===== src/rtl/gemm_ctrl_pkg.sv =====
// gemm_ctrl_pkg: shared state encoding and counter phase lengths for the GEMM tile sequencer.
// LOAD_CYCLES/FEED_CYCLES are also used by the counter instance and the bench.
package gemm_ctrl_pkg;
  typedef enum logic [2:0] {IDLE, LOAD_W, FEED, WRITE, DONE} state_e;
  localparam int LOAD_CYCLES = 8;
  localparam int FEED_CYCLES = 14;
endpackage


===== src/rtl/gemm_perf_cnt.sv =====
// gemm_perf_cnt: saturating up-counter with synchronous clear and enable.
// Ports: clk, rst_n (sync, active-low), i_clr (clear, wins over enable),
//        i_en (count enable), o_cnt (count, sticks at all-ones).
module gemm_perf_cnt #(
  parameter int WIDTH = 16
) (
  input  logic             clk,
  input  logic             rst_n,
  input  logic             i_clr,
  input  logic             i_en,
  output logic [WIDTH-1:0] o_cnt
);
  logic [WIDTH-1:0] r_cnt;
  always_ff @(posedge clk) begin
    if (!rst_n || i_clr) r_cnt <= '0;
    else if (i_en && r_cnt != '1) r_cnt <= r_cnt + WIDTH'(1);
  end
  assign o_cnt = r_cnt;
endmodule


===== src/rtl/gemm_tile_ctrl.sv =====
// gemm_tile_ctrl: sequences weight load, skewed activation feed and psum write-back
// for each tile of a GEMM job, driving the shared two-mode up-counter.
// Ports: start_i/num_tiles_i host request (sampled in IDLE only), stall_i pauses
//        LOAD_W/FEED, load_done_i/feed_done_i counter terminal flags,
//        cnt_en_o/cnt_sel_o counter control, w_load_o/a_feed_o/psum_we_o array strobes,
//        tile_idx_o tile index / psum address, busy_o/done_o job status,
//        perf_cyc_o busy cycles of the last or current job.
module gemm_tile_ctrl
  import gemm_ctrl_pkg::*;
#(
  parameter int TILE_WIDTH = 8,
  parameter int PERF_WIDTH = 16
) (
  input  logic                  clk,
  input  logic                  rst_n,
  input  logic                  start_i,
  input  logic [TILE_WIDTH-1:0] num_tiles_i,
  input  logic                  stall_i,
  input  logic                  load_done_i,
  input  logic                  feed_done_i,
  output logic                  cnt_en_o,
  output logic                  cnt_sel_o,
  output logic                  w_load_o,
  output logic                  a_feed_o,
  output logic                  psum_we_o,
  output logic [TILE_WIDTH-1:0] tile_idx_o,
  output logic                  busy_o,
  output logic                  done_o,
  output logic [PERF_WIDTH-1:0] perf_cyc_o
);
  state_e                r_state, w_next;
  logic [TILE_WIDTH-1:0] r_ntiles, r_tile_idx;
  logic                  w_start, w_last;
  assign w_start = (r_state == IDLE) && start_i;
  assign w_last  = r_tile_idx == r_ntiles - TILE_WIDTH'(1);
  always_ff @(posedge clk) begin
    if (!rst_n) r_state <= IDLE;
    else r_state <= w_next;
  end
  // Done flags are only honoured in their own phase and never while stalled.
  always_comb begin
    w_next = r_state;
    case (r_state)
      IDLE:    w_next = start_i ? ((num_tiles_i != '0) ? LOAD_W : DONE) : IDLE;
      LOAD_W:  w_next = (!stall_i && load_done_i) ? FEED : LOAD_W;
      FEED:    w_next = (!stall_i && feed_done_i) ? WRITE : FEED;
      WRITE:   w_next = w_last ? DONE : LOAD_W;
      DONE:    w_next = IDLE;
      default: w_next = IDLE;
    endcase
  end
  // The tile index stops at ntiles-1 on the last tile, so it never wraps.
  always_ff @(posedge clk) begin
    if (!rst_n) begin
      r_ntiles   <= '0;
      r_tile_idx <= '0;
    end else begin
      if (w_start) r_ntiles <= num_tiles_i;
      if (r_state == WRITE && !w_last) r_tile_idx <= r_tile_idx + TILE_WIDTH'(1);
      else if (r_state == DONE) r_tile_idx <= '0;
    end
  end
  assign cnt_sel_o  = r_state == LOAD_W;
  assign w_load_o   = (r_state == LOAD_W) && !stall_i;
  assign a_feed_o   = (r_state == FEED) && !stall_i;
  assign cnt_en_o   = w_load_o || a_feed_o;
  assign psum_we_o  = r_state == WRITE;
  assign done_o     = r_state == DONE;
  assign busy_o     = r_state != IDLE;
  assign tile_idx_o = r_tile_idx;
  gemm_perf_cnt #(.WIDTH(PERF_WIDTH)) u_perf (
    .clk   (clk),
    .rst_n (rst_n),
    .i_clr (w_start),
    .i_en  (r_state != IDLE),
    .o_cnt (perf_cyc_o)
  );
endmodule


===== config.mk =====
export PLATFORM = sky130hd
export DESIGN_NAME = gemm_tile_ctrl
export DESIGN_NICKNAME = d
export VERILOG_FILES = /design/src/rtl/gemm_ctrl_pkg.sv /design/src/rtl/gemm_perf_cnt.sv /design/src/rtl/gemm_tile_ctrl.sv
export SDC_FILE = /design/constraint.sdc
export NUM_CORES = 1
export LEC_CHECK = 0
export ABC_AREA = 1
export BUFFER_PORTS_ARGS = -buffer_cell sky130_fd_sc_hd__buf_2
export CELL_PAD_IN_SITES_DETAIL_PLACEMENT = 0
export CELL_PAD_IN_SITES_GLOBAL_PLACEMENT = 1
export CORE_MARGIN = 2
export CORE_UTILIZATION = 40
export CTS_CLUSTER_DIAMETER = 100
export DETAILED_ROUTE_END_ITERATION = 12
export PLACE_DENSITY_LB_ADDON = 0.1
export SLEW_MARGIN = 20
export SYNTH_ARGS = -nofsm -noshare
export SYNTH_HDL_FRONTEND = slang
export SYNTH_SLANG_ARGS = --single-unit

===== constraint.sdc =====
create_clock -name clk -period 3.2 [get_ports clk]
set_input_delay 0.16 -clock clk [delete_from_list [all_inputs] [get_ports clk]]
set_output_delay 0.16 -clock clk [all_outputs]
set_load 0.03 [all_outputs]

==> insert_results.sql, run 1 <==
INSERT INTO impl_metrics (metric_group, metric, value, unit) VALUES
('drt', 'routed_via_density', '4.87', ''),
('flow_run', 'drv.max_cap_violation_count', '0', ''),
('cells_and_area', 'seqCellArea', '701', 'µm²'),
('clocking', 'cts_max_level', '2', ''),
('synth', 'synth_cell_types', '29', ''),
('power', 'p_total', '1.04', 'mW'),
('setup_path', 'path_buf_inv', '0', ''),
('die', 'dieHeight', '75.1', 'µm'),
('placement', 'dpl.hpwl', '4030', 'µm'),
('placement', 'globalplace.congestion', '0.877', ''),
('clocking', 'cts_tree', 'built', ''),
('power', 'power.share.sequential', '0.444', ''),
('die', 'ios', '45', ''),
('global_routing', 'first_global_vias', '1752', ''),
('synth', 'postSynthRegisterBits', '35', ''),
('setup_path', 'worstSetupEndpointType', 'flip-flop', ''),
('setup_path', 'cp_cell_sequence', 'ha_1 > nand3_1 > nor2_1 > nand3_1 > nand2_1 > nor2_1 > nand2_1 > nor2_1 > nand3_1 > nand2_1 > nor2_1', ''),
('synth', 'synth_sequential_area_ratio', '0.347', ''),
('power', 'cellPowerDensity', '428', 'nW/µm²'),
('global_routing', 'antenna_violations_before_repair', '0', ''),
('sta', 'maxClockFrequency', '0.518', 'GHz'),
('setup_path', 'path_delay_family', 'simple AND/OR/NAND/NOR gates', ''),
('cells_and_area', 'final_layout_size_suffix_gt1_frac', '0.191', ''),
('drt', 'ant_nets', '0', ''),
('placement', 'postPlaceCellArea', '2310', 'µm²'),
('setup_path', 'critical_path_fanouts_max', '13', ''),
('sta', 'finalMaxSlewViolations', '0', ''),
('global_routing', 'grt_pass1_wl', '8310', 'µm'),
('drt', 'first_iter_violations', '133', ''),
('sta', 'clock_skew', '5.53', 'ps'),
('power', 'power_frac_clock', '0.398', ''),
('sta', 'timing.max_slew.rel_slack', '0.694', ''),
('sta', 'post-route-worst-setup-slack', '1270', 'ps'),
('synth', 'syn_avg_cell_area', '6.69', 'µm²'),
('clocking', 'cts_inserted_buffers', '5', ''),
('setup_path', 'cpMaxStageDelayCell', 'sky130_fd_sc_hd__dfxtp_1', ''),
('cells_and_area', 'final_area', '2430', 'µm²'),
('cells_and_area', 'num-nets-final', '366', ''),
('clocking', 'clock-sinks', '35', ''),
('clocking', 'cts_root_buf', 'sky130_fd_sc_hd__clkbuf_8', ''),
('cells_and_area', 'final_util', '0.507', ''),
('sta', 'setup-violations-final', '0', ''),
('synth', 'mappedNetlistArea', '2020', 'µm²'),
('global_routing', 'gr-usage-all-layers', '0.196', ''),
('cells_and_area', 'layout.cells.most_common', 'sky130_fd_sc_hd__nand2_1', ''),
('sta', 'total_negative_setup_slack', '0', 'ps'),
('placement', 'post-place-ws', '1260', 'ps'),
('global_routing', 'globalRouteOverflowTotal', '0', ''),
('drt', 'dr_total_vias', '2029', ''),
('cells_and_area', 'mostFrequentLayoutCells', 'sky130_fd_sc_hd__nand2_1, sky130_fd_sc_hd__buf_2, sky130_fd_sc_hd__nor2_1, sky130_fd_sc_hd__dfxtp_1, sky130_fd_sc_hd__inv_1', ''),
('setup_path', 'start_kind', 'flip-flop', ''),
('placement', 'placement.io_buffers', '44', ''),
('sta', 'slew_of_the_pin_with_the_lowest_slew_margin', '458', 'ps'),
('status', 'status', 'complete, no violations', ''),
('cells_and_area', 'fillCellCount', '515', ''),
('clocking', 'post_cts_resize_count', '0', ''),
('clocking', 'path_clk_slew', '80', 'ps'),
('cells_and_area', 'area_growth', '20.2', '%'),
('setup_path', 'critPathMostFrequentCell', 'sky130_fd_sc_hd__nor2_1', ''),
('clocking', 'insertion_delay', '290', 'ps'),
('sta', 'rsz0062_at_grt', 'no', ''),
('cells_and_area', 'stdcell_count', '417', ''),
('power', 'vdd_ir_drop_max', '0.259', 'mV'),
('synth', 'synth_edf_count', '0', ''),
('synth', 'synthCells', '302', ''),
('power', 'p_switching', '287', 'µW'),
('sta', 'layout_worst_path_cycle_share', '0.604', ''),
('drt', 'route.detailed.drc', '0', ''),
('setup_path', 'worstPathRequired', '3380', 'ps'),
('die', 'core_area', '4790', 'µm²'),
('drt', 'drtPass1Iterations', '4', '');
==> power groups by stage <==
stage | Clock [mW] | Sequential [mW] | Combinational, mW
floorplan | 0 | 0.474 | 0.120
global placement | 0 | 0.472 | 0.165
detailed placement | 0 | 0.473 | 0.165
CTS | 0.420 | 0.462 | 0.166
global route | 0.439 | 0.465 | 0.186
finish | 0.414 | 0.462 | 0.164
==> cells in the mapped netlist, types with 2 or more instances <==
cell                       number  area [µm²]
sky130_fd_sc_hd__dfxtp_1       35         701
sky130_fd_sc_hd__nor3_1         6        30.0
sky130_fd_sc_hd__or2_2          2        12.5
sky130_fd_sc_hd__ha_1           3        37.5
sky130_fd_sc_hd__nor2_1        36         135
sky130_fd_sc_hd__clkbuf_1       3        11.3
sky130_fd_sc_hd__a21oi_1       30         150
sky130_fd_sc_hd__inv_2          3        11.3
sky130_fd_sc_hd__nand3b_1       3        22.5
sky130_fd_sc_hd__xnor2_1        5        43.8
sky130_fd_sc_hd__nor2_2         5        31.3
sky130_fd_sc_hd__buf_2          2        10.0
sky130_fd_sc_hd__o21ai_0       10        50.1
sky130_fd_sc_hd__nand4_1        7        43.8
sky130_fd_sc_hd__nand3_1       32         160
sky130_fd_sc_hd__nor3b_1        2        15.0
sky130_fd_sc_hd__inv_1         34         128
sky130_fd_sc_hd__xor2_1        12         105
sky130_fd_sc_hd__nand2_1       62         233
==> worst min-delay path, stage by stage <==
cell,delay [ps]
sky130_fd_sc_hd__buf_2,100
sky130_fd_sc_hd__nand2_1,60
sky130_fd_sc_hd__a21oi_1,50
==> path summary, 6_finish.rpt <==
| check | start | to | slack [ps] | cells after the start |
|---|---|---|---|---|
| worst max register to register | u_perf.o_cnt[0]$_SDFFE_PP0P_ | u_perf.o_cnt[12]$_SDFFE_PP0P_ | 1270 | 11 |
| worst min register to register | r_ntiles[7]$_SDFFE_PN0P_ | r_ntiles[7]$_SDFFE_PN0P_ | 500 | 2 |
| worst max-delay path | u_perf.o_cnt[0]$_SDFFE_PP0P_ | u_perf.o_cnt[12]$_SDFFE_PP0P_ | 1270 | 11 |
| worst min-delay path | num_tiles_i[4] | r_ntiles[4]$_SDFFE_PN0P_ | 140 | 3 |
==> routing by layer <==
metal,global-route usage,vias to the layer above,routed length (µm)
met4,0.0595,0,58
met1,0.302,886,2820
met2,0.275,57,2090
met3,0.0375,6,274
met5,0,-,0
li1,-,1080,-
==> logic make-up after synthesis <==
family | share of synthesized area
and+or+nand+nor | 0.370
AOI/OAI and AO/OA | 0.112
buffers and inverters | 0.0793
DFF | 0.347
xor gates and xnor gates | 0.0737
adders and majority gates | 0.0186
==> final cells by class <==
| class | instances | share of cell area |
|---|---|---|
| well taps | 67 | 0.0345 |
| repair buffers | 45 | 0.0938 |
| flip-flops and latches | 35 | 0.289 |
| multi-input cells | 225 | 0.478 |
| clock buffers | 6 | 0.0340 |
| clock inverters | 2 | 0.0144 |
| inverters | 37 | 0.0572 |
==> sequential cells by signal (all words and copies together) (netlist names) <==
| name | count |
|---|---|
| tile_idx_o | 8 |
| r_state | 3 |
| u_perf.o_cnt | 16 |
| r_ntiles | 8 |
Power figures use the tool's default switching activity.
==> run 2, diff against run 1 <==
--- a/config.mk
+++ b/config.mk
@@ -10,7 +10,7 @@
 export CELL_PAD_IN_SITES_DETAIL_PLACEMENT = 0
 export CELL_PAD_IN_SITES_GLOBAL_PLACEMENT = 1
 export CORE_MARGIN = 2
-export CORE_UTILIZATION = 40
+export CORE_UTILIZATION = 34
 export CTS_CLUSTER_DIAMETER = 100
 export DETAILED_ROUTE_END_ITERATION = 12
 export PLACE_DENSITY_LB_ADDON = 0.1
==> constraint.sdc (replaced) <==
create_clock -name clk -period 1.6 [get_ports clk]
set_input_delay 0.08 -clock clk [delete_from_list [all_inputs] [get_ports clk]]
set_output_delay 0.08 -clock clk [all_outputs]
set_load 0.03 [all_outputs]
==> insert_results.sql, run 2 (same netlist as run 1, synthesis figures left out) <==
INSERT INTO impl_metrics (metric_group, metric, value, unit) VALUES
('die', 'die_x', '81.1', 'µm'),
('sta', 'final-hold-violation-count', '0', ''),
('drt', 'dr_total_vias', '2228', ''),
('global_routing', 'grt_pass1_wl', '9560', 'µm'),
('cells_and_area', 'antenna_fix_cells', '0', ''),
('sta', 'rsz0062_at_grt', 'yes', ''),
('clocking', 'cts_max_level', '2', ''),
('power', 'cellPowerDensity', '744', 'nW/µm²'),
('sta', 'min_period', '1630', 'ps'),
('clocking', 'insertion_delay', '290', 'ps'),
('placement', 'postPlaceCellArea', '2580', 'µm²'),
('setup_path', 'worstPathRequired', '1820', 'ps'),
('drt', 'wl', '5900', 'µm'),
('global_routing', 'antenna_violations_before_repair', '0', ''),
('die', 'core_area', '5820', 'µm²'),
('sta', 'final.hold.worst_slack', '51.2', 'ps'),
('cells_and_area', 'final_area', '2840', 'µm²'),
('sta', 'setup-violations-final', '8', ''),
('cells_and_area', 'final_layout_size_suffix_gt1_frac', '0.334', ''),
('min_path', 'holdPathStages', '3', ''),
('die', 'dieHeight', '81.1', 'µm'),
('power', 'vdd_ir_drop_max', '0.397', 'mV'),
('power', 'p_total', '2.11', 'mW'),
('min_path', 'hold_end', 'r_ntiles[6]$_SDFFE_PN0P_', ''),
('clocking', 'cts_inserted_buffers', '5', ''),
('drt', 'drtPass1Iterations', '4', ''),
('sta', 'maxClockFrequency', '0.612', 'GHz'),
('setup_path', 'r2r-end', 'tile_idx_o[0]$_SDFFE_PN0P_', ''),
('sta', 'layout_worst_path_cycle_share', '1.02', ''),
('drt', 'routedWlPerCell', '12.8', 'µm'),
('clocking', 'cts_root_buf', 'sky130_fd_sc_hd__clkbuf_8', ''),
('die', 'row_count', '28', ''),
('setup_path', 'worstSetupEndpointType', 'flip-flop', ''),
('cells_and_area', 'layout.cells.most_common', 'sky130_fd_sc_hd__nand2_1', ''),
('sta', 'total_negative_setup_slack', '-144', 'ps'),
('setup_path', 'cpMaxStageDelayCell', 'sky130_fd_sc_hd__dfxtp_2', ''),
('cells_and_area', 'largest_reg_flops', '16', ''),
('drt', 'first_iter_violations', '66', ''),
('placement', 'placement.io_buffers', '44', ''),
('die', 'design.die.area', '6580', 'µm²'),
('global_routing', 'globalRouteOverflowTotal', '0', ''),
('global_routing', 'grt_max_degree', '13', ''),
('sta', 'finalMaxSlewViolations', '0', ''),
('cells_and_area', 'stdcell_count', '461', ''),
('clocking', 'clock-sinks', '35', ''),
('clocking', 'cts.path.max_buffers', '2', ''),
('setup_path', 'timing_worst_setup_path_type', 'reg -> reg', ''),
('global_routing', 'first_global_vias', '2112', ''),
('setup_path', 'ff2ff_path_depth', '10', ''),
('flow_run', 'drv.max_cap_violation_count', '0', ''),
('min_path', 'hp-start', 'num_tiles_i[6]', ''),
('placement', 'globalplace.congestion', '0.762', ''),
('die', 'start_util', '0.347', ''),
('min_path', 'min_path_type', 'in -> reg', ''),
('sta', 'post-route-worst-setup-slack', '-33.5', 'ps'),
('setup_path', 'cp_cell_sequence', 'inv_2 > ha_4 > xnor2_1 > nor2_1 > nand3_1 > nor2_4 > nand3_4 > nand2_4 > nand3_2 > a21oi_2', ''),
('status', 'status', 'finished, violations left', ''),
('sta', 'timing.max_slew.rel_slack', '0.675', ''),
('cells_and_area', 'mostFrequentLayoutCells', 'sky130_fd_sc_hd__nand2_1, sky130_fd_sc_hd__buf_2, sky130_fd_sc_hd__inv_1, sky130_fd_sc_hd__nor2_1, sky130_fd_sc_hd__buf_4', ''),
('drt', 'routed_via_density', '4.83', ''),
('die', 'ios', '45', ''),
('sta', 'slew_of_the_pin_with_the_lowest_slew_margin', '487', 'ps'),
('setup_path', 'r2r_start', 'r_ntiles[0]$_SDFFE_PN0P_', ''),
('global_routing', 'gr-usage-all-layers', '0.190', ''),
('sta', 'clock_skew', '4.59', 'ps'),
('drt', 'ant_nets', '0', ''),
('placement', 'dpl.hpwl', '4390', 'µm'),
('cells_and_area', 'num-nets-final', '402', ''),
('setup_path', 'critical_path_fanouts_max', '5', ''),
('cells_and_area', 'area_growth', '40.4', '%'),
('setup_path', 'cp.arrival', '1850', 'ps'),
('drt', 'route.detailed.drc', '0', ''),
('clocking', 'path_clk_slew', '70', 'ps'),
('clocking', 'cts_tree', 'built', ''),
('cells_and_area', 'fillCellCount', '621', ''),
('setup_path', 'ff2ff_setup_slack', '-30', 'ps'),
('power', 'p_leak', '1.27', 'nW'),
('status', 'failed_checks', 'setup timing', ''),
('setup_path', 'cp_slowest_stage_delay', '340', 'ps'),
('setup_path', 'start_kind', 'flip-flop', ''),
('placement', 'place_inst', '447', '');
-- run 2: changes by cell type in the layout (fill, tap and decap cells not counted), sizes merged --
cell / before / now
nand2: 63 / 64
clkbuf: 6 / 8
nand3: 33 / 34
bufinv: 1 / 0
clkinv: 1 / 0
buf: 45 / 79
-- run 2: worst max-delay path: cells and delay by family (launching register included) --
kind / cells / cell delay [ps]
and+or+nand+nor: 6 / 690
DFF: 1 / 340
adders and majority gates: 1 / 220
AOI/OAI and AO/OA: 1 / 150
buffers and inverters: 1 / 50
xor gates and xnor gates: 1 / 110
-- run 2: worst max path at each step --
stage / slack [ps] / cells past startpoint / startpoint / to
after floorplan: 3 / 9 / u_perf.o_cnt[10]$_SDFFE_PP0P_ / u_perf.o_cnt[7]$_SDFFE_PP0P_
after global placement: -60 / 12 / r_ntiles[1]$_SDFFE_PN0P_ / tile_idx_o[5]$_SDFFE_PN0P_
after detailed placement: -110 / 12 / r_ntiles[1]$_SDFFE_PN0P_ / tile_idx_o[0]$_SDFFE_PN0P_
after CTS: -8 / 10 / r_ntiles[0]$_SDFFE_PN0P_ / tile_idx_o[0]$_SDFFE_PN0P_
after global routing: -140 / 10 / r_ntiles[0]$_SDFFE_PN0P_ / tile_idx_o[0]$_SDFFE_PN0P_
final: -30 / 10 / r_ntiles[0]$_SDFFE_PN0P_ / tile_idx_o[0]$_SDFFE_PN0P_
-- run 2: area by class of cell --
type	instances	area (µm²)	share of cell area
Multi-Input combinational cell	227	1300	0.459
Sequential cell	35	718	0.253
Timing Repair Buffer	79	484	0.171
Inverter	37	139	0.0489
Clock buffer	8	100	0.0353
Tap cell	75	93.8	0.0331
-- run 2: per-layer routing --
| layer | global-route usage | wire (µm) | vias up |
|---|---|---|---|
| met5 | 0 | 0 | - |
| met1 | 0.224 | 2620 | 1025 |
| met3 | 0.0367 | 200 | 7 |
| li1 | - | - | 1153 |
| met4 | 0.0559 | 73 | 0 |
| met2 | 0.346 | 3010 | 43 |
-- run 2: stage by stage --
step,utilization,worst slack (ps)
6_report,0.488,-33.5
5_1_grt,0.488,-139
4_1_cts,0.475,-8.20
3_5_place_dp,0.443,-107
3_3_place_gp,0.443,-55.1
2_1_floorplan,-,2.93
-- run 2: where the power goes --
part	switching (mW)	leakage [nW]	total (mW)	internal, mW
clock network	0.331	0.0515	0.725	0.393
logic	0.282	0.930	0.466	0.183
registers	0.0250	0.289	0.921	0.896
-- run 2: timing repair --
action,4_1_cts,5_1_grt
setup buffers,2,1
endpoints found under the setup margin,10,17
pin swaps,9,7
gates resized for setup,14,16
hold buffers,0,0
gates cloned,2,1
==> run 3, diff against run 2 <==
--- a/config.mk
+++ b/config.mk
@@ -13,6 +13,7 @@
 export CORE_UTILIZATION = 34
 export CTS_CLUSTER_DIAMETER = 100
 export DETAILED_ROUTE_END_ITERATION = 12
+export GPL_TIMING_DRIVEN = 0
 export PLACE_DENSITY_LB_ADDON = 0.1
 export SLEW_MARGIN = 20
 export SYNTH_ARGS = -nofsm -noshare
==> insert_results.sql, run 3 (same netlist as run 1, synthesis figures left out) <==
INSERT INTO impl_metrics (metric_group, metric, value, unit) VALUES
('status', 'status', 'finished, violations left', ''),
('status', 'failed_checks', 'setup timing', ''),
('placement', 'globalplace.congestion', '0.764', ''),
('setup_path', 'ff2ff_path_depth', '10', ''),
('die', 'design.die.area', '6580', 'µm²'),
('global_routing', 'grt_pass1_wl', '9360', 'µm'),
('global_routing', 'gr-usage-all-layers', '0.184', ''),
('flow_run', 'drv.max_cap_violation_count', '0', ''),
('power', 'p_total', '1.98', 'mW'),
('setup_path', 'ff2ff_setup_slack', '-100', 'ps'),
('setup_path', 'path_buf_inv', '1', ''),
('sta', 'maxClockFrequency', '0.590', 'GHz'),
('drt', 'routed_via_density', '4.86', ''),
('global_routing', 'globalRouteOverflowTotal', '0', ''),
('cells_and_area', 'mostFrequentLayoutCells', 'sky130_fd_sc_hd__nand2_1, sky130_fd_sc_hd__buf_2, sky130_fd_sc_hd__inv_1, sky130_fd_sc_hd__nor2_1', ''),
('die', 'row_count', '28', ''),
('cells_and_area', 'final_util', '0.468', ''),
('sta', 'timing.max_slew.rel_slack', '0.624', ''),
('die', 'start_util', '0.347', ''),
('sta', 'final.hold.worst_slack', '59.3', 'ps'),
('die', 'dieHeight', '81.1', 'µm'),
('clocking', 'cts_tree', 'built', ''),
('clocking', 'cts_inserted_buffers', '5', ''),
('setup_path', 'cpMaxStageDelayCell', 'sky130_fd_sc_hd__dfxtp_2', ''),
('setup_path', 'cp_slowest_stage_delay', '350', 'ps'),
('setup_path', 'r2r_start', 'r_ntiles[1]$_SDFFE_PN0P_', ''),
('setup_path', 'critical_path_fanouts_max', '5', ''),
('sta', 'total_negative_setup_slack', '-596', 'ps'),
('drt', 'ant_nets', '0', ''),
('sta', 'slew_of_the_pin_with_the_lowest_slew_margin', '564', 'ps'),
('power', 'vdd_ir_drop_max', '0.364', 'mV'),
('sta', 'post-route-worst-setup-slack', '-95.3', 'ps'),
('cells_and_area', 'final_layout_size_suffix_gt1_frac', '0.324', ''),
('sta', 'rsz0062_at_grt', 'yes', ''),
('placement', 'postPlaceCellArea', '2370', 'µm²'),
('setup_path', 'worstSetupEndpointType', 'flip-flop', ''),
('drt', 'wl', '5710', 'µm'),
('clocking', 'cts.path.max_buffers', '2', ''),
('cells_and_area', 'multi_input_area', '1340', 'µm²'),
('global_routing', 'grt_max_degree', '11', ''),
('cells_and_area', 'antenna_fix_cells', '0', ''),
('clocking', 'insertion_delay', '280', 'ps'),
('placement', 'dpl.hpwl', '4110', 'µm'),
('setup_path', 'worstPathRequired', '1800', 'ps'),
('sta', 'setup-violations-final', '9', ''),
('sta', 'final-hold-violation-count', '0', ''),
('clocking', 'clock-sinks', '35', ''),
('setup_path', 'timing_worst_setup_path_type', 'reg -> reg', ''),
('placement', 'placement.io_buffers', '44', ''),
('drt', 'route.detailed.drc', '0', ''),
('cells_and_area', 'seqCellArea', '727', 'µm²'),
('setup_path', 'critPathMostFrequentCell', 'sky130_fd_sc_hd__nand3_1', ''),
('setup_path', 'cp_cell_sequence', 'inv_2 > ha_4 > xnor2_1 > nor2_1 > nand3_1 > nor2_4 > nand3_4 > nand2_4 > nand3_1 > a21oi_1', ''),
('sta', 'clock_skew', '4.38', 'ps'),
('power', 'p_leak', '1.14', 'nW'),
('drt', 'routedWlPerCell', '12.9', 'µm'),
('die', 'die_x', '81.1', 'µm'),
('drt', 'first_iter_violations', '72', ''),
('clocking', 'cts_max_level', '2', ''),
('min_path', 'holdPathStages', '3', ''),
('setup_path', 'cp.arrival', '1900', 'ps'),
('sta', 'layout_worst_path_cycle_share', '1.06', ''),
('global_routing', 'antenna_violations_before_repair', '0', ''),
('setup_path', 'path_delay_family', 'simple AND/OR/NAND/NOR gates', ''),
('die', 'core_area', '5820', 'µm²'),
('power', 'cellPowerDensity', '725', 'nW/µm²'),
('sta', 'min_period', '1700', 'ps'),
('cells_and_area', 'final_area', '2720', 'µm²'),
('cells_and_area', 'area_growth', '34.8', '%'),
('min_path', 'min_path_type', 'in -> reg', ''),
('sta', 'finalMaxSlewViolations', '0', ''),
('drt', 'drtPass1Iterations', '4', ''),
('min_path', 'hp-start', 'num_tiles_i[5]', ''),
('global_routing', 'first_global_vias', '1988', ''),
('cells_and_area', 'num-nets-final', '384', ''),
('clocking', 'cts_root_buf', 'sky130_fd_sc_hd__clkbuf_8', ''),
('setup_path', 'r2r-end', 'tile_idx_o[3]$_SDFFE_PN0P_', ''),
('min_path', 'hold_end', 'r_ntiles[5]$_SDFFE_PN0P_', ''),
('setup_path', 'start_kind', 'flip-flop', ''),
('clocking', 'path_clk_slew', '70', 'ps'),
('cells_and_area', 'fillCellCount', '654', ''),
('cells_and_area', 'largest_reg_flops', '16', ''),
('drt', 'dr_total_vias', '2148', ''),
('cells_and_area', 'layout.cells.most_common', 'sky130_fd_sc_hd__nand2_1', ''),
('die', 'ios', '45', '');
==> run 3: repair_timing <==
action	CTS	global route
pin swaps	8	18
gates resized for setup	20	33
hold buffers	0	0
gates cloned	2	0
setup buffers	6	6
endpoints found under the setup margin	20	27
==> run 3: metrics by stage <==
step | setup WS (ps) | cells
final | -95.3 | 442
after global routing | -228 | 442
after CTS | -65.3 | 436
after detailed placement | -245 | 421
after global placement | -213 | 421
after floorplan | 2.93 | 302
==> run 3: routing by layer <==
metal  up-vias  global-route usage  wire length (µm)  share of wire
met5         -                   0                 0              0
met2        27               0.334              2930           0.51
met4         0              0.0356                40         0.0070
met1       991               0.225              2590           0.45
li1       1126                   -                 -              -
met3         4              0.0378               149          0.026
==> run 3: cell type report <==
type / count / area share
repair buffers: 56 / 0.114
inverters: 37 / 0.0528
flip-flops and latches: 35 / 0.267
clock buffers: 7 / 0.0280
well taps: 75 / 0.0345
multi-input cells: 227 / 0.492
plain buffers: 5 / 0.0119
==> run 3: worst max-delay path by stage <==
stage	startpoint	to	slack [ps]	cells past startpoint
floorplan	u_perf.o_cnt[10]$_SDFFE_PP0P_	u_perf.o_cnt[7]$_SDFFE_PP0P_	3	9
global placement	r_ntiles[0]$_SDFFE_PN0P_	tile_idx_o[7]$_SDFFE_PN0P_	-210	10
detailed placement	r_ntiles[0]$_SDFFE_PN0P_	tile_idx_o[4]$_SDFFE_PN0P_	-250	10
CTS	r_ntiles[1]$_SDFFE_PN0P_	tile_idx_o[4]$_SDFFE_PN0P_	-70	10
global route	r_ntiles[1]$_SDFFE_PN0P_	tile_idx_o[3]$_SDFFE_PN0P_	-230	10
finish	r_ntiles[1]$_SDFFE_PN0P_	tile_idx_o[3]$_SDFFE_PN0P_	-100	10
==> run 3: worst register-to-register path, cell delays in order, from the launching register on <==
cell	delay (ps)
sky130_fd_sc_hd__dfxtp_2	350
sky130_fd_sc_hd__inv_2	50
sky130_fd_sc_hd__ha_4	230
sky130_fd_sc_hd__xnor2_1	110
sky130_fd_sc_hd__nor2_1	90
sky130_fd_sc_hd__nand3_1	110
sky130_fd_sc_hd__nor2_4	170
sky130_fd_sc_hd__nand3_4	140
sky130_fd_sc_hd__nand2_4	150
sky130_fd_sc_hd__nand3_1	80
sky130_fd_sc_hd__a21oi_1	140
==> run 3: power by group <==
| part | total (mW) | switching, mW | internal (mW) |
|---|---|---|---|
| logic | 0.441 | 0.274 | 0.167 |
| clock network | 0.609 | 0.309 | 0.300 |
| registers | 0.926 | 0.0311 | 0.895 |
